### config.mk
export PLATFORM = sky130hd
export DESIGN_NAME = pcs_ll_fault_injector
export DESIGN_NICKNAME = d
export VERILOG_FILES = /design/src/rtl/pcs_ll_fault_injector.sv
export SDC_FILE = /design/constraint.sdc
export NUM_CORES = 1
export LEC_CHECK = 0
export CORE_ASPECT_RATIO = 0.75
export CORE_UTILIZATION = 40
export DETAILED_ROUTE_END_ITERATION = 16
export PLACE_DENSITY = 0.65
export SLEW_MARGIN = 20
export SYNTH_ARGS = -nofsm -noshare
export SYNTH_HDL_FRONTEND = slang
export SYNTH_SLANG_ARGS = --single-unit
### constraint.sdc
create_clock -name clk -period 6.2 [get_ports clk]
set_input_delay 0.62 -clock clk [delete_from_list [all_inputs] [get_ports clk]]
set_output_delay 0.62 -clock clk [all_outputs]
set_load 0.005 [all_outputs]
### src/rtl/pcs_ll_fault_injector.sv
// Line-loopback fault injector for the 10GBASE-R SERDES path: corrupts selected blocks on the way out
// and checks the returned stream against a delayed clean copy, keeping saturating event counters.
module pcs_ll_fault_injector #(
    parameter int DATA_WIDTH   = 64,
    parameter int HDR_WIDTH    = 2,
    parameter int DELAY_DEPTH  = 6,
    parameter int COUNT_WIDTH  = 16,
    parameter int PERIOD_WIDTH = 16
) (
    input  logic                    clk,
    input  logic                    rst,
    input  logic [DATA_WIDTH-1:0]   in_data,
    input  logic [HDR_WIDTH-1:0]    in_hdr,
    input  logic                    in_valid,
    output logic [DATA_WIDTH-1:0]   out_data,
    output logic [HDR_WIDTH-1:0]    out_hdr,
    output logic                    out_valid,
    output logic                    inject_active,
    input  logic [1:0]              cfg_mode,
    input  logic                    cfg_start,
    input  logic [7:0]              cfg_burst_len,
    input  logic [PERIOD_WIDTH-1:0] cfg_period,
    input  logic [HDR_WIDTH-1:0]    cfg_hdr_value,
    input  logic                    cfg_hdr_en,
    input  logic [DATA_WIDTH-1:0]   cfg_data_xor,
    input  logic [DATA_WIDTH-1:0]   chk_data,
    input  logic [HDR_WIDTH-1:0]    chk_hdr,
    input  logic                    chk_valid,
    input  logic                    cnt_clear,
    output logic                    busy,
    output logic                    mismatch,
    output logic [COUNT_WIDTH-1:0]  inject_count,
    output logic [COUNT_WIDTH-1:0]  mismatch_count
);
    typedef enum logic [1:0] {IDLE = 2'd0, BURST = 2'd1, GAP = 2'd2} state_t;
    localparam int CMP_W = (PERIOD_WIDTH > 8) ? PERIOD_WIDTH : 8;

    state_t                  r_state;
    logic [1:0]              r_mode_q;
    logic [7:0]              r_burst_cnt;
    logic [PERIOD_WIDTH-1:0] r_period_cnt;

    logic [DATA_WIDTH-1:0]   r_out_data;
    logic [HDR_WIDTH-1:0]    r_out_hdr;
    logic                    r_out_valid;
    logic                    r_inject;
    logic                    r_mismatch;
    logic [COUNT_WIDTH-1:0]  r_inj_cnt;
    logic [COUNT_WIDTH-1:0]  r_mis_cnt;

    logic                    r_ref_vld  [DELAY_DEPTH];
    logic [HDR_WIDTH-1:0]    r_ref_hdr  [DELAY_DEPTH];
    logic [DATA_WIDTH-1:0]   r_ref_data [DELAY_DEPTH];

    logic                    w_corrupt;
    logic                    w_abort;
    logic [7:0]              w_burst_nxt;
    logic [PERIOD_WIDTH-1:0] w_period_nxt;
    logic                    w_burst_done;
    logic                    w_period_done;
    logic                    w_period_gt_len;
    logic                    w_mis;

    function automatic logic [COUNT_WIDTH-1:0] sat_inc(input logic [COUNT_WIDTH-1:0] v);
        return (&v) ? v : v + COUNT_WIDTH'(1);
    endfunction

    assign w_corrupt       = in_valid && (cfg_mode != 2'd0) && (r_state == BURST);
    // Mode 0 always parks the FSM; any other mode change restarts it from IDLE.
    assign w_abort         = (cfg_mode == 2'd0) || ((r_state != IDLE) && (cfg_mode != r_mode_q));
    assign w_burst_nxt     = r_burst_cnt + 8'd1;
    assign w_period_nxt    = r_period_cnt + PERIOD_WIDTH'(1);
    assign w_burst_done    = (w_burst_nxt >= cfg_burst_len);
    assign w_period_done   = (w_period_nxt >= cfg_period);
    assign w_period_gt_len = (CMP_W'(cfg_period) > CMP_W'(cfg_burst_len));

    always_ff @(posedge clk or posedge rst) begin
        if (rst) begin
            r_state      <= IDLE;
            r_mode_q     <= 2'd0;
            r_burst_cnt  <= 8'd0;
            r_period_cnt <= '0;
        end else begin
            r_mode_q <= cfg_mode;
            if (w_abort) begin
                r_state      <= IDLE;
                r_burst_cnt  <= 8'd0;
                r_period_cnt <= '0;
            end else begin
                case (r_state)
                    IDLE: begin
                        r_burst_cnt  <= 8'd0;
                        r_period_cnt <= '0;
                        if (cfg_mode != 2'd1 || (cfg_start && cfg_burst_len != 8'd0))
                            r_state <= BURST;
                    end
                    BURST: if (in_valid && cfg_mode != 2'd3) begin
                        if (!w_burst_done) begin
                            r_burst_cnt  <= w_burst_nxt;
                            r_period_cnt <= w_period_nxt;
                        end else if (cfg_mode == 2'd1) begin
                            r_state      <= IDLE;
                            r_burst_cnt  <= 8'd0;
                            r_period_cnt <= '0;
                        end else if (w_period_gt_len) begin
                            r_state      <= GAP;
                            r_burst_cnt  <= 8'd0;
                            r_period_cnt <= w_period_nxt;
                        end else begin
                            // Period no longer than the burst: restart the burst back-to-back.
                            r_burst_cnt  <= 8'd0;
                            r_period_cnt <= '0;
                        end
                    end
                    GAP: if (in_valid) begin
                        if (w_period_done) begin
                            r_state      <= BURST;
                            r_burst_cnt  <= 8'd0;
                            r_period_cnt <= '0;
                        end else begin
                            r_period_cnt <= w_period_nxt;
                        end
                    end
                    default: r_state <= IDLE;
                endcase
            end
        end
    end

    always_ff @(posedge clk or posedge rst) begin
        if (rst) begin
            r_out_data  <= '0;
            r_out_hdr   <= '0;
            r_out_valid <= 1'b0;
            r_inject    <= 1'b0;
            r_mismatch  <= 1'b0;
            r_inj_cnt   <= '0;
            r_mis_cnt   <= '0;
        end else begin
            r_out_data  <= w_corrupt ? (in_data ^ cfg_data_xor) : in_data;
            r_out_hdr   <= (w_corrupt && cfg_hdr_en) ? cfg_hdr_value : in_hdr;
            r_out_valid <= in_valid;
            r_inject    <= w_corrupt;
            r_mismatch  <= w_mis;
            if (cnt_clear) begin
                r_inj_cnt <= '0;
                r_mis_cnt <= '0;
            end else begin
                if (w_corrupt) r_inj_cnt <= sat_inc(r_inj_cnt);
                if (w_mis)     r_mis_cnt <= sat_inc(r_mis_cnt);
            end
        end
    end

    // Clean reference copy; only the valid bits need a known state after reset.
    always_ff @(posedge clk or posedge rst) begin
        if (rst) begin
            for (int i = 0; i < DELAY_DEPTH; i++) r_ref_vld[i] <= 1'b0;
        end else begin
            r_ref_vld[0] <= in_valid;
            for (int i = 1; i < DELAY_DEPTH; i++) r_ref_vld[i] <= r_ref_vld[i-1];
        end
    end

    always_ff @(posedge clk) begin
        r_ref_hdr[0]  <= in_hdr;
        r_ref_data[0] <= in_data;
        for (int i = 1; i < DELAY_DEPTH; i++) begin
            r_ref_hdr[i]  <= r_ref_hdr[i-1];
            r_ref_data[i] <= r_ref_data[i-1];
        end
    end

    assign w_mis = chk_valid && (!r_ref_vld[DELAY_DEPTH-1] ||
                                 (chk_data != r_ref_data[DELAY_DEPTH-1]) ||
                                 (chk_hdr  != r_ref_hdr[DELAY_DEPTH-1]));

    assign out_data       = r_out_data;
    assign out_hdr        = r_out_hdr;
    assign out_valid      = r_out_valid;
    assign inject_active  = r_inject;
    assign busy           = (r_state != IDLE);
    assign mismatch       = r_mismatch;
    assign inject_count   = r_inj_cnt;
    assign mismatch_count = r_mis_cnt;
endmodule

==> run metrics, run 1 <==
largest family of logic cells by synthesized area simple AND/OR/NAND/NOR gates; # rows 62; clk_skew 18.0 ps; RSZ-0062 raised after global routing no; CTS tree built; DP Worst Slack 2520 ps; slowest stage cell, crit path dfrtp_1; initial core utilization 40.8%; GRT overflow 0; gr usage total 15.5%; clock buffer count from CTS 49; clock latency on the worst-skew pair 570 ps; Top-Level Pins 333; Final Cycle Share 60.5%; Syn-to-layout area delta 36.2%; sequential fraction of the synthesis area 71.8%; first-pass GRT wire length 48.9 mm; Slew Viols, Final 0; Post-CTS Setup Repair Bufs 0; Synth Flop Type dfxtp_1; Post-Route Setup TNS 0 ps; Comb pwr share 10.9%; Clk pwr share 41.6%; Total Nets Final 1824; syn_area_per_cell 13.2 µm²; status finished, final reports clean; Final Hold Vio Count 0; final routed DRC violation total 0; Die Area 40100 µm²; DR vias 9259; Final setup viols 0; Synth Warn # 0; Slew @ Worst Pin 913 ps; P_sw 1.75 mW; final core utilization 55.6%; PostCTS Resize Cnt 0; Critical Path Fanout Max 13; dpl hpwl 22.2 mm; ANT nets after route 0; CP Capture Type register; EDFF count, synth 0; crit path kind register to register; post-synthesis xor/xnor area fraction 8.19%; Cell Int Power 6.07 mW; CP Data Required Time 6690 ps; layout cells sized above 1 7.65%; hold buffer count at CTS 0; CP cell instances and3_1, and3_1, and3_1, nand3_1, xnor2_1, ha_1, a21oi_1, o21ai_0, a221oi_1, o31a_1, o311ai_1, buf_4, nor2_1, a22o_1; Synth Area in Compound Gates 4.79%; Synth Cell Area 15700 µm²; syn_nets 1460; CP dominant cell by count and3_1; Design Area, Final 21400 µm²; routed length per instance 14.8 µm; slew margin rel. 39.1%; Mapped Cells 1190; maximum clock rate 266 MHz; setup ws final 2450 ps; Routed WL 31.3 mm; die span in y 174 µm; Adder-Cell Fraction of Synth Area 3.10%; Min Clock Period, post-route 3750 ps; async set or reset register ratio after synthesis 25.3%; Max Cap Violations 0; mux cell area share after synthesis 0.796%; Core ar. 38500 µm²; gpl congestion 0.859; PD cells 366 nW/µm²; H-Tree Level Count 2; leakage power 8.88 nW; total power 7.82 mW; clock tree sinks 530; number of global-route vias before repair 9309; Die Span X 231 µm; simple-gate share of the synthesized area 9.30%; antenna violations before repair 1; placed cell areas 19600 µm²; CTS max path bufs 3; Reg power frac 47.4%; Clk pin slew, worst setup/hold paths 60 ps; # port buffers 332; Yosys cell types 69; CP Launch Type register; Worst Path Arrival 4240 ps; critical path's largest stage delay 450 ps; root buffer cell clkbuf_16; drt initial violations 346; Synth Register Bits 530; DR pass1 iterations 5; Vias/cell 4.39; maximum number of pins on one net before global-route repair 76; switching share of power 22.4%; Peak supply drop 0.196 mV; Hold Path Class register to register
## layer usage
| metal | vias up | share of wire, % | global-route usage [%] | wire [µm] |
|---|---|---|---|---|
| li1 | 4666 | - | - | - |
| met1 | 4287 | 46 | 20.6 | 14500 |
| met2 | 252 | 46 | 25.0 | 14300 |
| met3 | 54 | 5.9 | 3.47 | 1850 |
| met4 | 0 | 2.1 | 4.72 | 644 |
| met5 | - | 0 | 0 | 0 |
## cells by family (layout without fill, tap and decap cells)
family	count (synthesis)	count (layout)
AOI/OAI and AO/OA	107	107
xor gates and xnor gates	147	147
adders and majority gates	39	39
buffers and inverters	71	476
DFF	530	530
muxes	11	11
other	0	1
and+or+nand+nor	285	285
## synth_stat cells, types with 14 or more instances
cell,number,area [µm²]
and3_1,15,93.8
dfxtp_1,396,7930
nor2_1,31,116
o21ai_1,15,75.1
nand4_1,27,169
ha_1,39,488
nand2_1,105,394
clkbuf_1,16,60.1
xnor2_1,128,1120
nor2b_1,18,113
xor2_1,19,166
o21ai_0,14,70.1
dfrtp_1,134,3350
inv_1,48,180
a21oi_1,15,75.1
nand3_1,25,125
nand2b_1,14,87.6
## power by group through the flow
| stage | logic, mW | registers [mW] | clock network (mW) |
|---|---|---|---|
| floorplan | 0.412 | 3.78 | 0 |
| global placement | 0.849 | 3.78 | 0 |
| detailed placement | 0.859 | 3.79 | 0 |
| CTS | 0.865 | 3.71 | 3.36 |
| global route | 0.935 | 3.73 | 3.50 |
| finish | 0.857 | 3.71 | 3.26 |
## critical path: cells and delay by family, from the launching register on
family | cells | cell delay [ps]
simple gates | 5 | 1300
compound gates | 6 | 1180
flops | 1 | 450
fa+ha+maj | 1 | 290
xor+xnor | 1 | 240
buf+inv | 1 | 230
## layout by cell type (no fill, tap or decap), types with 10 or more instances in the layout
master / instances
nor2b_1: 18
ha_1: 39
o21ai_1: 15
a21oi_1: 15
xnor2_1: 128
nand2b_1: 14
nand3_1: 25
inv_1: 47
clkbuf_16: 54
o21ai_0: 14
nor2_1: 31
and3_1: 15
clkdlybuf4s50_1: 331
nor4_1: 10
nand4_1: 27
xor2_1: 19
dfrtp_1: 134
dfxtp_1: 396
nand2_1: 105
## state kept, by name, indices dropped and copies added (netlist names)
register	count
r_state	2
r_ref_hdr	12
inject_count	16
mismatch_count	16
inject_active	1
r_mode_q	2
r_burst_cnt	8
r_ref_data	384
out_hdr	2
out_data	64
r_ref_vld	6
mismatch	1
r_period_cnt	16
## stage by stage
step | hold slack, ps | instances
floorplan | 310 | 1190
global placement | 310 | 2015
detailed placement | 312 | 2015
CTS | 308 | 2107
global route | 314 | 2108
finish | 314 | 2108
## cell type report
cell class / instances / area (µm²)
tap: 512 / 641
multi-input combinational: 589 / 4120
timing repair buffer: 336 / 3350
inverter: 48 / 185
fill: 3255 / 17100
sequential: 530 / 11300
antenna: 1 / 2.50
clock inverter: 26 / 395
clock buffer: 66 / 1430
## path summary, 6_finish.rpt
path	start	end	slack [ps]	cells past startpoint
max in group asynchronous	rst	r_period_cnt[4]	4280	3
hold / removal	r_ref_data[1][54]	r_ref_data[2][54]	310	0
hold reg to reg	r_ref_data[1][54]	r_ref_data[2][54]	310	0
min in group asynchronous	rst	out_data[38]	560	2
setup / recovery	r_period_cnt[2]	r_period_cnt[6]	2450	14
setup reg to reg	r_period_cnt[2]	r_period_cnt[6]	2450	14
No activity file was read; power rests on OpenSTA's default activity.
==> inputs of run 2 (changes only) <==
clock period = 3.68 ns   (was 6.2 ns; I/O delays follow)
==> run 2 against run 1 <==
Compared with the run above: non-clock buffer count up 9; global-route usage is 0.45 points higher; maximum frequency increased by 6.9%; final cell count increased by 0.43%; combinational power up 80%; register-to-register slack got worse by 2300 ps; die area unchanged; sequential share of layout area up 0.17 points; routed wire length grew 2.5%; setup slack lost 2300 ps; worst hold slack got worse by 13 ps; largest power group unchanged.
==> run metrics, run 2 (synthesis results as in run 1) <==
clock latency on the worst-skew pair 560 ps (about the same); H-Tree Level Count 2 (unchanged); Critical Path Fanout Max 12 (-1); DR vias 9420 (+1.7%); final routed DRC violation total 0 (unchanged); first-pass GRT wire length 50.3 mm (+2.9%); antenna violations before repair 3 (+2); Worst Path Arrival 3960 ps (-280 ps); PD cells 597 nW/µm² (+63%); Max Cap Violations 0 (unchanged); Finished Layout Cells 2117 (+0.43%); commonest cells after routing, fill and taps aside dfxtp_1, clkdlybuf4s50_1, dfrtp_1, xnor2_1, nand2_1; Cell Int Power 9.77 mW (+61%); Final Cycle Share 95.4% (+35 points); DR pass1 iterations 4 (-1); CTS tree built; switching share of power 23.2% (+0.86 points); maximum clock rate 285 MHz (+6.9%); Peak supply drop 0.315 mV (+61%); Die Area 40100 µm² (unchanged); # rows 62 (unchanged); Post-Route Setup TNS 0 ps (unchanged); clock tree sinks 530 (unchanged); Top-Level Pins 333 (unchanged); CP Capture Type register; Largest register FFs 384 (unchanged); hold buffer count at CTS 0 (unchanged); clk_skew 18.9 ps (+0.849 ps); root buffer cell clkbuf_16; gpl congestion 0.868 (+0.97%); CP Data Required Time 4130 ps (-2560 ps); GRT overflow 0 (unchanged); Comb pwr share 12.1% (+1.2 points); Die Span X 231 µm (unchanged); Syn-to-layout area delta 35.7%; leakage power 8.85 nW (-0.36%); routed length per instance 15.2 µm (+2.1%); commonest non-fill, non-tap cell in the layout dfxtp_1; Slew @ Worst Pin 846 ps (-67.5 ps); Total Nets Final 1833 (+0.49%); RSZ-0062 raised after global routing no; CP Launch Type register; maximum number of pins on one net before global-route repair 58 (-24%); slew margin rel. 43.5% (+4.4 points); Clk pin slew, worst setup/hold paths 60 ps (about the same); DP Worst Slack 75.3 ps (-2440 ps); clock buffer count from CTS 49 (unchanged); CTS max path bufs 3 (unchanged); Hold Path Class primary input to register; # port buffers 332 (unchanged); drt initial violations 487 (+41%); placed insts 2022 (+0.35%); layout cells sized above 1 8.43% (+0.78 points); ANT nets after route 0 (unchanged); initial core utilization 40.8% (unchanged); number of global-route vias before repair 9441 (+1.4%); dpl hpwl 23.3 mm (+4.9%); Min Clock Period, post-route 3510 ps (-243 ps); die span in y 174 µm (unchanged); Reg power frac 49.1% (+1.7 points); gr usage total 15.9% (+0.45 points); Final Hold Vio Count 0 (unchanged); filler instances 3217 (-1.2%); Slew Viols, Final 0 (unchanged); Clk pwr share 38.8% (-2.8 points); Routed WL 32.1 mm (+2.5%); setup ws final 169 ps (-2280 ps); crit path kind register to register; status finished, final reports clean; Final setup viols 0 (unchanged); Core ar. 38500 µm² (unchanged); Top reg by flops r_ref_data; Vias/cell 4.45 (+1.3%); P_sw 2.96 mW (+69%); Reg2Reg Depth 14 (unchanged); Min-Delay Path Depth 1 (+1)
## run 2: cell types whose count changed in the layout (fill, tap and decap cells not counted), moves of 3 or more
cell        delta
buf_12         +3
clkinvlp_4     +4
clkbuf_8       +7
inv_4          +3
buf_4          +6
bufinv_16      -8
clkbuf_1       -3
## run 2: layout make-up
cell class / instances / area, µm² / share of cell area [%]
clock buffers: 68 / 1460 / 6.85
repair buffers: 345 / 3460 / 16.2
clock inverters: 22 / 158 / 0.739
multi-input cells: 589 / 4140 / 19.4
well taps: 512 / 641 / 3.00
flip-flops and latches: 530 / 11300 / 52.9
inverters: 48 / 184 / 0.862
diodes: 3 / 7.51 / 0.0352
## run 2: worst max-delay path, stage by stage, from the launching register on
cell and delay [ps]:
dfrtp_1 460, and3_1 220, and3_1 310, and3_1 260, nand3_1 110, xnor2_1 160
ha_1 320, nand4_1 90, inv_1 90, o2111ai_1 120, o31a_1 310, o311ai_2 360
buf_4 250, o21bai_1 70, a22o_1 240
## run 2: timing repair
item | CTS | global route
buffers inserted | 0 | 2
resized for setup | 0 | 4
endpoints found under the setup margin | 0 | 14
## run 2: path summary, 6_finish.rpt
check,to,slack (ps),from
setup / recovery,r_period_cnt[2],170,r_period_cnt[2]
hold / removal,r_ref_data[0][42],300,in_data[42]
setup reg to reg,r_period_cnt[2],170,r_period_cnt[2]
hold reg to reg,r_ref_data[1][3],320,r_ref_data[0][3]
max in group asynchronous,mismatch,2550,rst
min in group asynchronous,out_data[38],310,rst
## run 2: stage by stage
| step | total power, mW | util, % | hold WS [ps] | cell area, µm² |
|---|---|---|---|---|
| global placement | 7.86 | 51.1 | 310 | 19700 |
| global route | 13.3 | 55.4 | 273 | 21300 |
| floorplan | 7.06 | - | 310 | 15700 |
| finish | 12.7 | 55.4 | 301 | 21300 |
| CTS | 12.9 | 55.3 | 264 | 21300 |
| detailed placement | 7.89 | 51.1 | 312 | 19700 |
## run 2: metal layers
layer / global-route usage, % / wire (µm) / part of all wire (%)
met5: 0 / 0 / 0
met4: 4.88 / 734 / 2.3
met3: 3.88 / 1910 / 6.0
met2: 26.2 / 15200 / 47
met1: 20.6 / 14200 / 44
## run 2: power by group through the flow
| stage | clock network [mW] | registers [mW] | logic, mW |
|---|---|---|---|
| 6_report | 4.94 | 6.25 | 1.54 |
| 5_1_grt | 5.35 | 6.29 | 1.68 |
| 4_1_cts | 5.09 | 6.26 | 1.52 |
| 3_5_place_dp | 0 | 6.38 | 1.51 |
| 3_3_place_gp | 0 | 6.37 | 1.49 |
| 2_1_floorplan | 0 | 6.37 | 0.694 |
